## src/rtl/fuse_pkg.sv

```systemverilog
// Shared types and default sizes for the fuse timer block.
// Latency: n/a (types and constants only).
// Backpressure: n/a.
package fuse_pkg;

   localparam int N_CH_DEF       = 8;
   localparam int DUR_W_DEF      = 16;
   localparam int FIFO_DEPTH_DEF = 8;

   // Channel index width; never narrower than one bit.
   function automatic int ch_width(input int n);
      return (n > 1) ? $clog2(n) : 1;
   endfunction

   localparam int CH_W_DEF = ch_width(N_CH_DEF);

   typedef logic [CH_W_DEF-1:0] ch_t;
   typedef logic [31:0]         deadline_t;

endpackage

```

## src/rtl/fuse_evt_fifo.sv

```systemverilog
// Synchronous show-ahead FIFO holding expired channel IDs.
// Latency: a pushed entry is visible on dout the cycle after the push edge.
// Backpressure: push ignored while full, pop ignored while empty; dout reads 0 when empty.
module fuse_evt_fifo
   import fuse_pkg::*;
#(
   parameter int W     = 3,
   parameter int DEPTH = 8
) (
   input  logic                     clk,
   input  logic                     rst,
   input  logic                     push,
   input  logic [W-1:0]             din,
   input  logic                     pop,
   output logic [W-1:0]             dout,
   output logic                     empty,
   output logic                     full,
   output logic [$clog2(DEPTH):0]   count
);

   localparam int AW = $clog2(DEPTH);
   localparam logic [AW:0] FULL_CNT = (AW+1)'(DEPTH);

   logic [W-1:0]  mem_q [DEPTH];
   logic [AW-1:0] wr_q;
   logic [AW-1:0] rd_q;
   logic [AW:0]   count_q;
   logic          do_push;
   logic          do_pop;

   assign empty   = (count_q == '0);
   assign full    = (count_q == FULL_CNT);
   assign do_push = push & ~full;
   assign do_pop  = pop & ~empty;
   assign count   = count_q;
   assign dout    = empty ? '0 : mem_q[rd_q];

   // Storage write; contents are don't-care while empty, so no reset needed.
   always_ff @(posedge clk) begin
      if (do_push) begin
         mem_q[wr_q] <= din;
      end
   end

   // Pointer and occupancy bookkeeping; depth is a power of two so pointers wrap naturally.
   always_ff @(posedge clk) begin
      if (rst) begin
         wr_q    <= '0;
         rd_q    <= '0;
         count_q <= '0;
      end else begin
         if (do_push) begin
            wr_q <= wr_q + 1'b1;
         end
         if (do_pop) begin
            rd_q <= rd_q + 1'b1;
         end
         if (do_push && !do_pop) begin
            count_q <= count_q + 1'b1;
         end else if (do_pop && !do_push) begin
            count_q <= count_q - 1'b1;
         end
      end
   end

endmodule

```

## src/rtl/fuse_timer.sv

```systemverilog
// Multi-channel ms countdown: stores absolute deadlines, scans one channel per cycle, queues expiries.
// Latency: expiry reaches evt_valid at most N_CH+1 cycles after time_ms hits the deadline.
// Backpressure: full event FIFO holds expired channels active for retry; arm_ready only drops in reset.
// Optional feature macro: FUSE_CANCEL_EN (cancel requests clear a channel; otherwise cancel is ignored).
module fuse_timer
   import fuse_pkg::*;
#(
   parameter int N_CH       = N_CH_DEF,
   parameter int DUR_W      = DUR_W_DEF,
   parameter int FIFO_DEPTH = FIFO_DEPTH_DEF,
   localparam int CH_W      = ch_width(N_CH)
) (
   input  logic              clk,
   input  logic              rst,
   input  logic [31:0]       time_ms,
   input  logic              arm_valid,
   output logic              arm_ready,
   input  logic [CH_W-1:0]   arm_ch,
   input  logic [DUR_W-1:0]  arm_dur_ms,
   input  logic              cancel_valid,
   input  logic [CH_W-1:0]   cancel_ch,
   output logic [N_CH-1:0]   active,
   output logic              evt_valid,
   output logic [CH_W-1:0]   evt_ch,
   input  logic              evt_ready
);

   localparam logic [CH_W:0]   N_CH_L  = (CH_W+1)'(N_CH);
   localparam logic [CH_W-1:0] LAST_CH = CH_W'(N_CH-1);

   deadline_t             deadline_q [N_CH];
   logic [N_CH-1:0]       active_q;
   logic [N_CH-1:0]       active_d;
   logic [CH_W-1:0]       ptr_q;
   logic [CH_W-1:0]       ptr_d;
   logic                  arm_ready_q;

   logic                  arm_hit;
   logic                  cancel_hit;
   deadline_t             diff;
   logic                  expired;
   logic                  push;
   logic                  fifo_empty;
   logic                  fifo_full;
   logic [$clog2(FIFO_DEPTH):0] evt_cnt_unused;

   // Out-of-range channel numbers are accepted but have no effect.
   assign arm_hit = arm_valid & arm_ready_q & ({1'b0, arm_ch} < N_CH_L);

`ifdef FUSE_CANCEL_EN
   assign cancel_hit = cancel_valid & ({1'b0, cancel_ch} < N_CH_L);
`else
   logic unused_cancel;
   assign unused_cancel = ^{cancel_valid, cancel_ch};
   assign cancel_hit    = 1'b0;
`endif

   // Wrap-safe compare: the deadline has passed once the difference is non-negative as signed.
   assign diff    = time_ms - deadline_q[ptr_q];
   assign expired = active_q[ptr_q] & ~diff[31]
                  & ~(arm_hit    && (arm_ch    == ptr_q))
                  & ~(cancel_hit && (cancel_ch == ptr_q));
   // Gated on the registered count so a full FIFO never accepts, even alongside a pop.
   assign push    = expired & ~fifo_full;

   // Next-state for armed flags and scan pointer; arm is applied last so it wins over cancel/expiry.
   always_comb begin
      active_d = active_q;
      if (push) begin
         active_d[ptr_q] = 1'b0;
      end
      if (cancel_hit) begin
         active_d[cancel_ch] = 1'b0;
      end
      if (arm_hit) begin
         active_d[arm_ch] = 1'b1;
      end
      ptr_d = (ptr_q == LAST_CH) ? '0 : ptr_q + 1'b1;
   end

   // Channel state registers; arm stores an absolute deadline so the scan only needs a compare.
   always_ff @(posedge clk) begin
      if (rst) begin
         active_q    <= '0;
         ptr_q       <= '0;
         arm_ready_q <= 1'b0;
         for (int i = 0; i < N_CH; i++) begin
            deadline_q[i] <= '0;
         end
      end else begin
         active_q    <= active_d;
         ptr_q       <= ptr_d;
         arm_ready_q <= 1'b1;
         if (arm_hit) begin
            deadline_q[arm_ch] <= time_ms + 32'(arm_dur_ms);
         end
      end
   end

   fuse_evt_fifo #(
      .W     (CH_W),
      .DEPTH (FIFO_DEPTH)
   ) u_evt_fifo (
      .clk   (clk),
      .rst   (rst),
      .push  (push),
      .din   (ptr_q),
      .pop   (evt_ready),
      .dout  (evt_ch),
      .empty (fifo_empty),
      .full  (fifo_full),
      .count (evt_cnt_unused)
   );

   assign arm_ready = arm_ready_q;
   assign active    = active_q;
   assign evt_valid = ~fifo_empty;

endmodule

```

## config.mk

```make
export PLATFORM = sky130hd
export DESIGN_NAME = fuse_timer
export DESIGN_NICKNAME = d
export VERILOG_FILES = /design/src/rtl/fuse_pkg.sv /design/src/rtl/fuse_evt_fifo.sv /design/src/rtl/fuse_timer.sv
export SDC_FILE = /design/constraint.sdc
export NUM_CORES = 1
export LEC_CHECK = 0
export ABC_AREA = 1
export CAP_MARGIN = 20
export CORE_ASPECT_RATIO = 0.8
export CORE_UTILIZATION = 55
export DETAILED_ROUTE_END_ITERATION = 16
export PLACE_DENSITY = 0.74
export SLEW_MARGIN = 30
export SYNTH_ARGS = -nofsm -noshare
export SYNTH_HDL_FRONTEND = slang
export SYNTH_SLANG_ARGS = --single-unit
```

## constraint.sdc

```tcl
create_clock -name clk -period 3.8 [get_ports clk]
set_input_delay 0.76 -clock clk [delete_from_list [all_inputs] [get_ports clk]]
set_output_delay 0.76 -clock clk [all_outputs]
set_load 0.1 [all_outputs]
```

Word-level counts from Yosys, hierarchy flattened
Memory sizes are Yosys's and may differ from the RTL's. A register that Yosys moved wholly into a read port is not among the register bits.
Cells that the tools add are included.

word-level totals
  logic and storage cells = 71
  register bits = 22
  memories kept = 2
  bits of input ports = 59
  bits in writable memories = 280

memories
  name              depth  bits a word  rd ports  clocked after Yosys merged registers in  write ports  RTL line             source
  deadline_q        8      32           1         1                                        8            fuse_timer.sv:31     deadline_t deadline_q [N_CH];
  u_evt_fifo.mem_q  8      3            1         1                                        1            fuse_evt_fifo.sv:24  logic [W-1:0] mem_q [DEPTH];

cells by class
  mux-type cells = 25
  eq/ne operators = 3
  bitwise gates (word level) = 13
  reduce and logical (&&, ||, !) cells = 11
  add/subtract/negate cells = 7
  magnitude comparators = 4

operators by type and width
  kind                                                                number
  adder 32 x 16 -> 32 bit                                             1
  2-to-1 mux 32 bit                                                   1
  OR reduction 32 bit                                                 1
  subtractor 32 bit                                                   1
  2-to-1 mux 8 bit                                                    2
  2-to-1 mux 3 bit                                                    5
  2-to-1 mux 1 bit                                                    12
  adder 3 x 1 -> 3 bit (second input constant)                        3
  AND 8 bit                                                           1
  less-than comparator 3 x 4 -> 1 bit (second input constant)         2
  2-to-1 mux 4 bit                                                    2
  NOT 8 bit                                                           1
  bitwise OR 8 bit                                                    1
  AND 1 bit                                                           6
  demux 1 bit (select 3 bit)                                          2
  greater-or-equal comparator 3 x 1 -> 1 bit (second input constant)  2
  logical AND 1 bit                                                   5
  adder 4 x 1 -> 4 bit (second input constant)                        1
  == test 4 bit (second input constant)                               1
  logical NOT 4 bit                                                   1
  NOT 1 bit                                                           4
  subtractor 4 x 1 -> 4 bit (second input constant)                   1
  binary-select mux 1 bit (select 3 bit)                              1
  == test 3 bit                                                       1
  4 further kinds                                                     5

Logic depth before layout (Yosys ltp)
  depth in word-level cells = 10
  depth in mapped cells = 32

Cells and area by module
Synthesis repeated with hierarchy kept, for this count alone.

second synthesis, totals
  cells, all modules = 1478
  area, all modules = 15065.7 sq um

by module, submodules not included
  module         instances  area an instance (sq um)  cells an instance  seq. area each (sq um)
  fuse_timer     1          13331.5                   1284               7927.6
  fuse_evt_fifo  1          1734.2                    194                980.9

Least setup slack after synthesis
No wires, ideal clock.

  kind = register to register
  start point = register ptr_q[1]
  end point = register u_evt_fifo.count_q[1] (netlist: u_evt_fifo.count[1])
  data required time = 3684 ps
  arrival = 3707 ps
  path buffers = 2
  slack = -23 ps
  stages on the path, launching flop included = 25
  setup time = 116 ps
  cells stage by stage = dfxtp_1 > inv_1 > nor2_2 > nand2_1 > inv_2 > clkbuf_1 > buf_1 > a22oi_1 > nand4_1 > inv_1 > ha_1 > nand2_1 > inv_1 > nand3_1 > nor3_1 > nand2_1 > nor3_1 > nand2_1 > a21oi_2 > nor2_8 > ha_1 > xnor2_1 > ha_1 > o21ai_0 > nor2_1

between the ends
  word-level cells in the longest chain between the ends = 9
  elaborated cells on any way between the ends = 14

RTL lines
  item                                                                         RTL line                            source
  start: declaration                                                           fuse_timer.sv:34                    logic [CH_W-1:0] ptr_q;
  start signal: assignment                                                     fuse_timer.sv:92                    ptr_q <= ptr_d;
  binary-select mux 1 bit (select 3 bit) or == test 3 bit (tied branches)      fuse_timer.sv:60, fuse_timer.sv:61
  2-to-1 mux 1 bit (not written as such) or logical AND 1 bit (tied branches)  fuse_timer.sv:60, fuse_timer.sv:61
  AND 1 bit or NOT 1 bit (tied branches)                                       fuse_timer.sv:60, fuse_timer.sv:61
  AND 1 bit (*)                                                                fuse_timer.sv:61                    & ~(arm_hit && (arm_ch == ptr_q))
  AND 1 bit (*)                                                                fuse_timer.sv:64                    assign push = expired & ~fifo_full;
  AND 1 bit (*)                                                                fuse_evt_fifo.sv:33                 assign do_push = push & ~full;
  logical NOT 1 bit                                                            fuse_evt_fifo.sv:60                 end else if (do_pop && !do_push) begin
  logical AND 1 bit                                                            fuse_evt_fifo.sv:60
  nonzero test 2 bit (no line)                                                 --
  end signal: assignment                                                       fuse_evt_fifo.sv:59                 count_q <= count_q + 1'b1;
  end signal: assignment                                                       fuse_evt_fifo.sv:61                 count_q <= count_q - 1'b1;
  end: declaration                                                             fuse_evt_fifo.sv:27                 logic [AW:0] count_q;

Every way passes the cells marked *; elsewhere a longest branch is shown, timed or not. The select of a mux whose other input is x is not followed.
A chain may end at the register's enable or synchronous reset.

Final worst setup path
  start point = register ptr_q[2]
  end point = register u_evt_fifo.count_q[3] (netlist: u_evt_fifo.count[3])

The elaborated chain is that of the path after synthesis.

==> results.toml <==
[setup_path]
highest_cell_delay_on_the_worst_timing_path_ns = 0.38
critical_path_peak_fanout = 7
crit_required_ns = 4.29
critical_path.startpoint = "ptr_q[2]"
critPathMostFrequentCell = "sky130_fd_sc_hd__nand2_1"
timing.critical_path.to_type = "flop"
regToRegStartpoint = "ptr_q[2]"
worstReg2RegEnd = "u_evt_fifo.count[3]"
cp-endpoint = "u_evt_fifo.count[3]"
logic_depth_of_the_worst_register_to_register_path = 29
worst-setup-path-type = "reg2reg"
critPathArrivalTime_ns = 4.25
crit_slowest_cell = "sky130_fd_sc_hd__dfxtp_4"
start_kind = "flop"
worst-r2r-setup-slack_ns = 0.04

[global_routing]
grt_antenna_before_repair = 0
total_gr_overflow = 0
first_pass_grt_wire_length_um = 59700
pin_count_of_the_biggest_net_entering_global_routing = 34
grt_use_total = 0.292
vias_in_the_first_global_route = 10935

[synth]
yosysWarningCount = 0
netlist.area_leader.share = 0.585
count_of_flip_flops_with_a_built_in_enable_after_synthesis = 280
synth.net_count = 1462
ys_seq_area_frac = 0.620
ys_async_sr_fraction = 0
synth.largest_area_cell = "sky130_fd_sc_hd__edfxtp_1"
postSynth.topFlopCell = "sky130_fd_sc_hd__edfxtp_1"
syn_inst = 1350
unique_masters_post_synth = 52
synthesis.area_per_instance_um2 = 10.6
ys_ff_latch = 305
mappedNetlistArea_um2 = 14400
netlist_top_cells_area = "sky130_fd_sc_hd__edfxtp_1 (59%), sky130_fd_sc_hd__nor2_1 (8.2%), sky130_fd_sc_hd__nand2_1 (5.2%)"

[timing]
rsz_0062_raised_after_global_routing = "yes"
skew_ns = 0.00895
layout_worst_path_cycle_share = 0.989
slew_headroom = 0.339
report.final.hold_viol_count = 0
post-route-min-period_ns = 3.76
worst_slew_pin_slew_ns = 0.988
slew_viol_final = 0
whs_ns = 0.473
setup_violations_final = 0
clock.fmax_ghz = 0.266

[cts]
maximum_clock_path_buffer_count = 3
clock-root-buffer = "sky130_fd_sc_hd__clkbuf_16"
number_of_h_tree_branching_levels = 1
tritoncts.num_buffers = 30
clock_transition_at_the_register_clock_pins_on_the_worst_setup_and_hold_paths_after_cts_ns = 0.07
cts_tree = "built"
cts_sinks = 305
clkLatencyLatePin_ns = 0.55

[route]
via_per_inst = 5.77
wire_per_inst_um = 20.1
detailedRoute.firstPassIterationCount = 5
drt_first_iter_violations = 1090
number_of_drc_violations_after_detailed_routing = 0
dr_total_vias = 11224
routed_wirelength_um = 39100
detail-route-antenna-nets = 0

[min_path]
hold_class = "reg2reg"

[placed_design]
dp.final_hpwl_um = 24200
placement.io_buffers = 67
placedInstanceArea_um2 = 16500
gpl.final_weighted_congestion = 0.838

[floorplan]
initial_core_util = 0.564
chipWidth_um = 183
design.die.area_um2 = 26800
rows = 52
coreArea_um2 = 25500
die_height_um = 147
design.portCount = 72

[final_layout]
fin_util = 0.714
diodes = 0
filler_cell_count = 1760
drive_gt1_frac = 0.213
final_nets = 1681
final_cell_area_um2 = 18200
areaGrowthSynthToFinish_pct = 26.7

[power]
post-layout-total-power_mw = 9.00
cellLeakagePower_nw = 7.34
power.ir.vdd_worst_mv = 0.371
power.density_nw_per_um2 = 494

[flow_run]
maxCapViolations = 0

[run_status]
run_status = "finished clean"
worst min-delay path by stage:
stage                            start            endpoint  slack, ns  cells after the start
finish              u_evt_fifo.rd_q[2]  u_evt_fifo.rd_q[2]       0.47                      2
detailed placement  u_evt_fifo.rd_q[2]                flop       0.47                      2
global route        u_evt_fifo.rd_q[2]  u_evt_fifo.rd_q[2]       0.51                      2
CTS                 u_evt_fifo.rd_q[2]  u_evt_fifo.rd_q[2]       0.48                      2
floorplan           u_evt_fifo.rd_q[2]                flop       0.43                      2
global placement    u_evt_fifo.rd_q[2]  u_evt_fifo.rd_q[2]       0.45                      2
layout make-up:
type | instances | area, um^2 | area share
Inverter | 114 | 459 | 0.0252
Clock buffer | 42 | 857 | 0.0470
Tap cell | 351 | 439 | 0.0241
Timing Repair Buffer | 240 | 2080 | 0.114
Timing Repair inverter | 1 | 6.26 | 0.000343
Multi-Input combinational cell | 877 | 5270 | 0.289
Clock inverter | 14 | 184 | 0.0101
Sequential cell | 305 | 8920 | 0.490
placed cells by master (no fill, tap or decap), types with 20 or more instances in the layout:
cell	n
sky130_fd_sc_hd__nand2_1	189
sky130_fd_sc_hd__a22oi_1	31
sky130_fd_sc_hd__nand4_1	27
sky130_fd_sc_hd__nor2_1	308
sky130_fd_sc_hd__a221oi_2	20
sky130_fd_sc_hd__buf_4	162
sky130_fd_sc_hd__edfxtp_1	280
sky130_fd_sc_hd__ha_1	45
sky130_fd_sc_hd__o21ai_0	37
sky130_fd_sc_hd__clkbuf_16	31
sky130_fd_sc_hd__a21oi_1	27
sky130_fd_sc_hd__inv_1	88
sky130_fd_sc_hd__nand3_1	22
sky130_fd_sc_hd__clkdlybuf4s50_1	63
sky130_fd_sc_hd__dfxtp_1	22
sky130_fd_sc_hd__xor2_1	21
metal layers:
metal	up-vias	track usage	wire (um)
met1	5392	0.412	16000
met2	591	0.481	18500
li1	5160	-	-
met4	0	0.0756	848
met5	-	0	0
met3	81	0.0389	3710
critical path, delay by kind of cell, from the launching register on:
family	cells	cell delay, ns
simple gates	17	1.56
compound gates	4	0.66
buf+inv	5	0.57
flops	1	0.38
fa+ha+maj	2	0.38
xor+xnor	1	0.15
logic make-up after synthesis:
| logic type | Yosys count | share of synthesized area |
|---|---|---|
| AND/OR/NAND/NOR | 600 | 0.175 |
| flip-flops | 305 | 0.620 |
| AO/OA/AOI/OAI | 190 | 0.0925 |
| buffers and inverters | 168 | 0.0446 |
| adder cells (fa/ha/maj) | 53 | 0.0467 |
| XOR/XNOR | 34 | 0.0218 |
power breakdown:
part / internal, mW / total (mW) / switching [mW]
clock network: 1.85 / 3.11 / 1.26
registers: 3.80 / 3.91 / 0.104
logic: 0.710 / 1.99 / 1.28
timing repair:
action / in CTS / in global routing
setup buffers: 2 / 14
pin swaps: 11 / 42
gates cloned: 0 / 1
gates resized for setup: 38 / 81
endpoints found under the setup margin: 37 / 37
hold buffers: 0 / 0
sequential cells by signal, indices dropped and copies added, names as in the netlist, named ones only:
| signal | count |
|---|---|
| u_evt_fifo.wr_q | 3 |
| active | 8 |
| ptr_q | 3 |
| deadline_q | 256 |
| u_evt_fifo.rd_q | 3 |
| u_evt_fifo.mem_q | 24 |
| u_evt_fifo.count | 4 |
| arm_ready | 1 |
stage by stage:
step	setup WS [ns]	setup TNS, ns	cells
global placement	-0.261	-8.27	1872
finish	0.0410	0	1944
floorplan	0.00962	0	1350
CTS	0.00281	0	1930
detailed placement	-0.339	-12.61	1872
global route	-0.141	-0.487	1944
synth_stat cells, drive strengths merged, types with 28 or more instances:
library cell / instances
a21oi: 39
a221oi: 34
a22oi: 31
clkbuf: 49
edfxtp: 280
ha: 52
inv: 111
nand2: 205
nand4: 28
nor2: 320
o21ai: 42
Power figures use the tool's default switching activity.
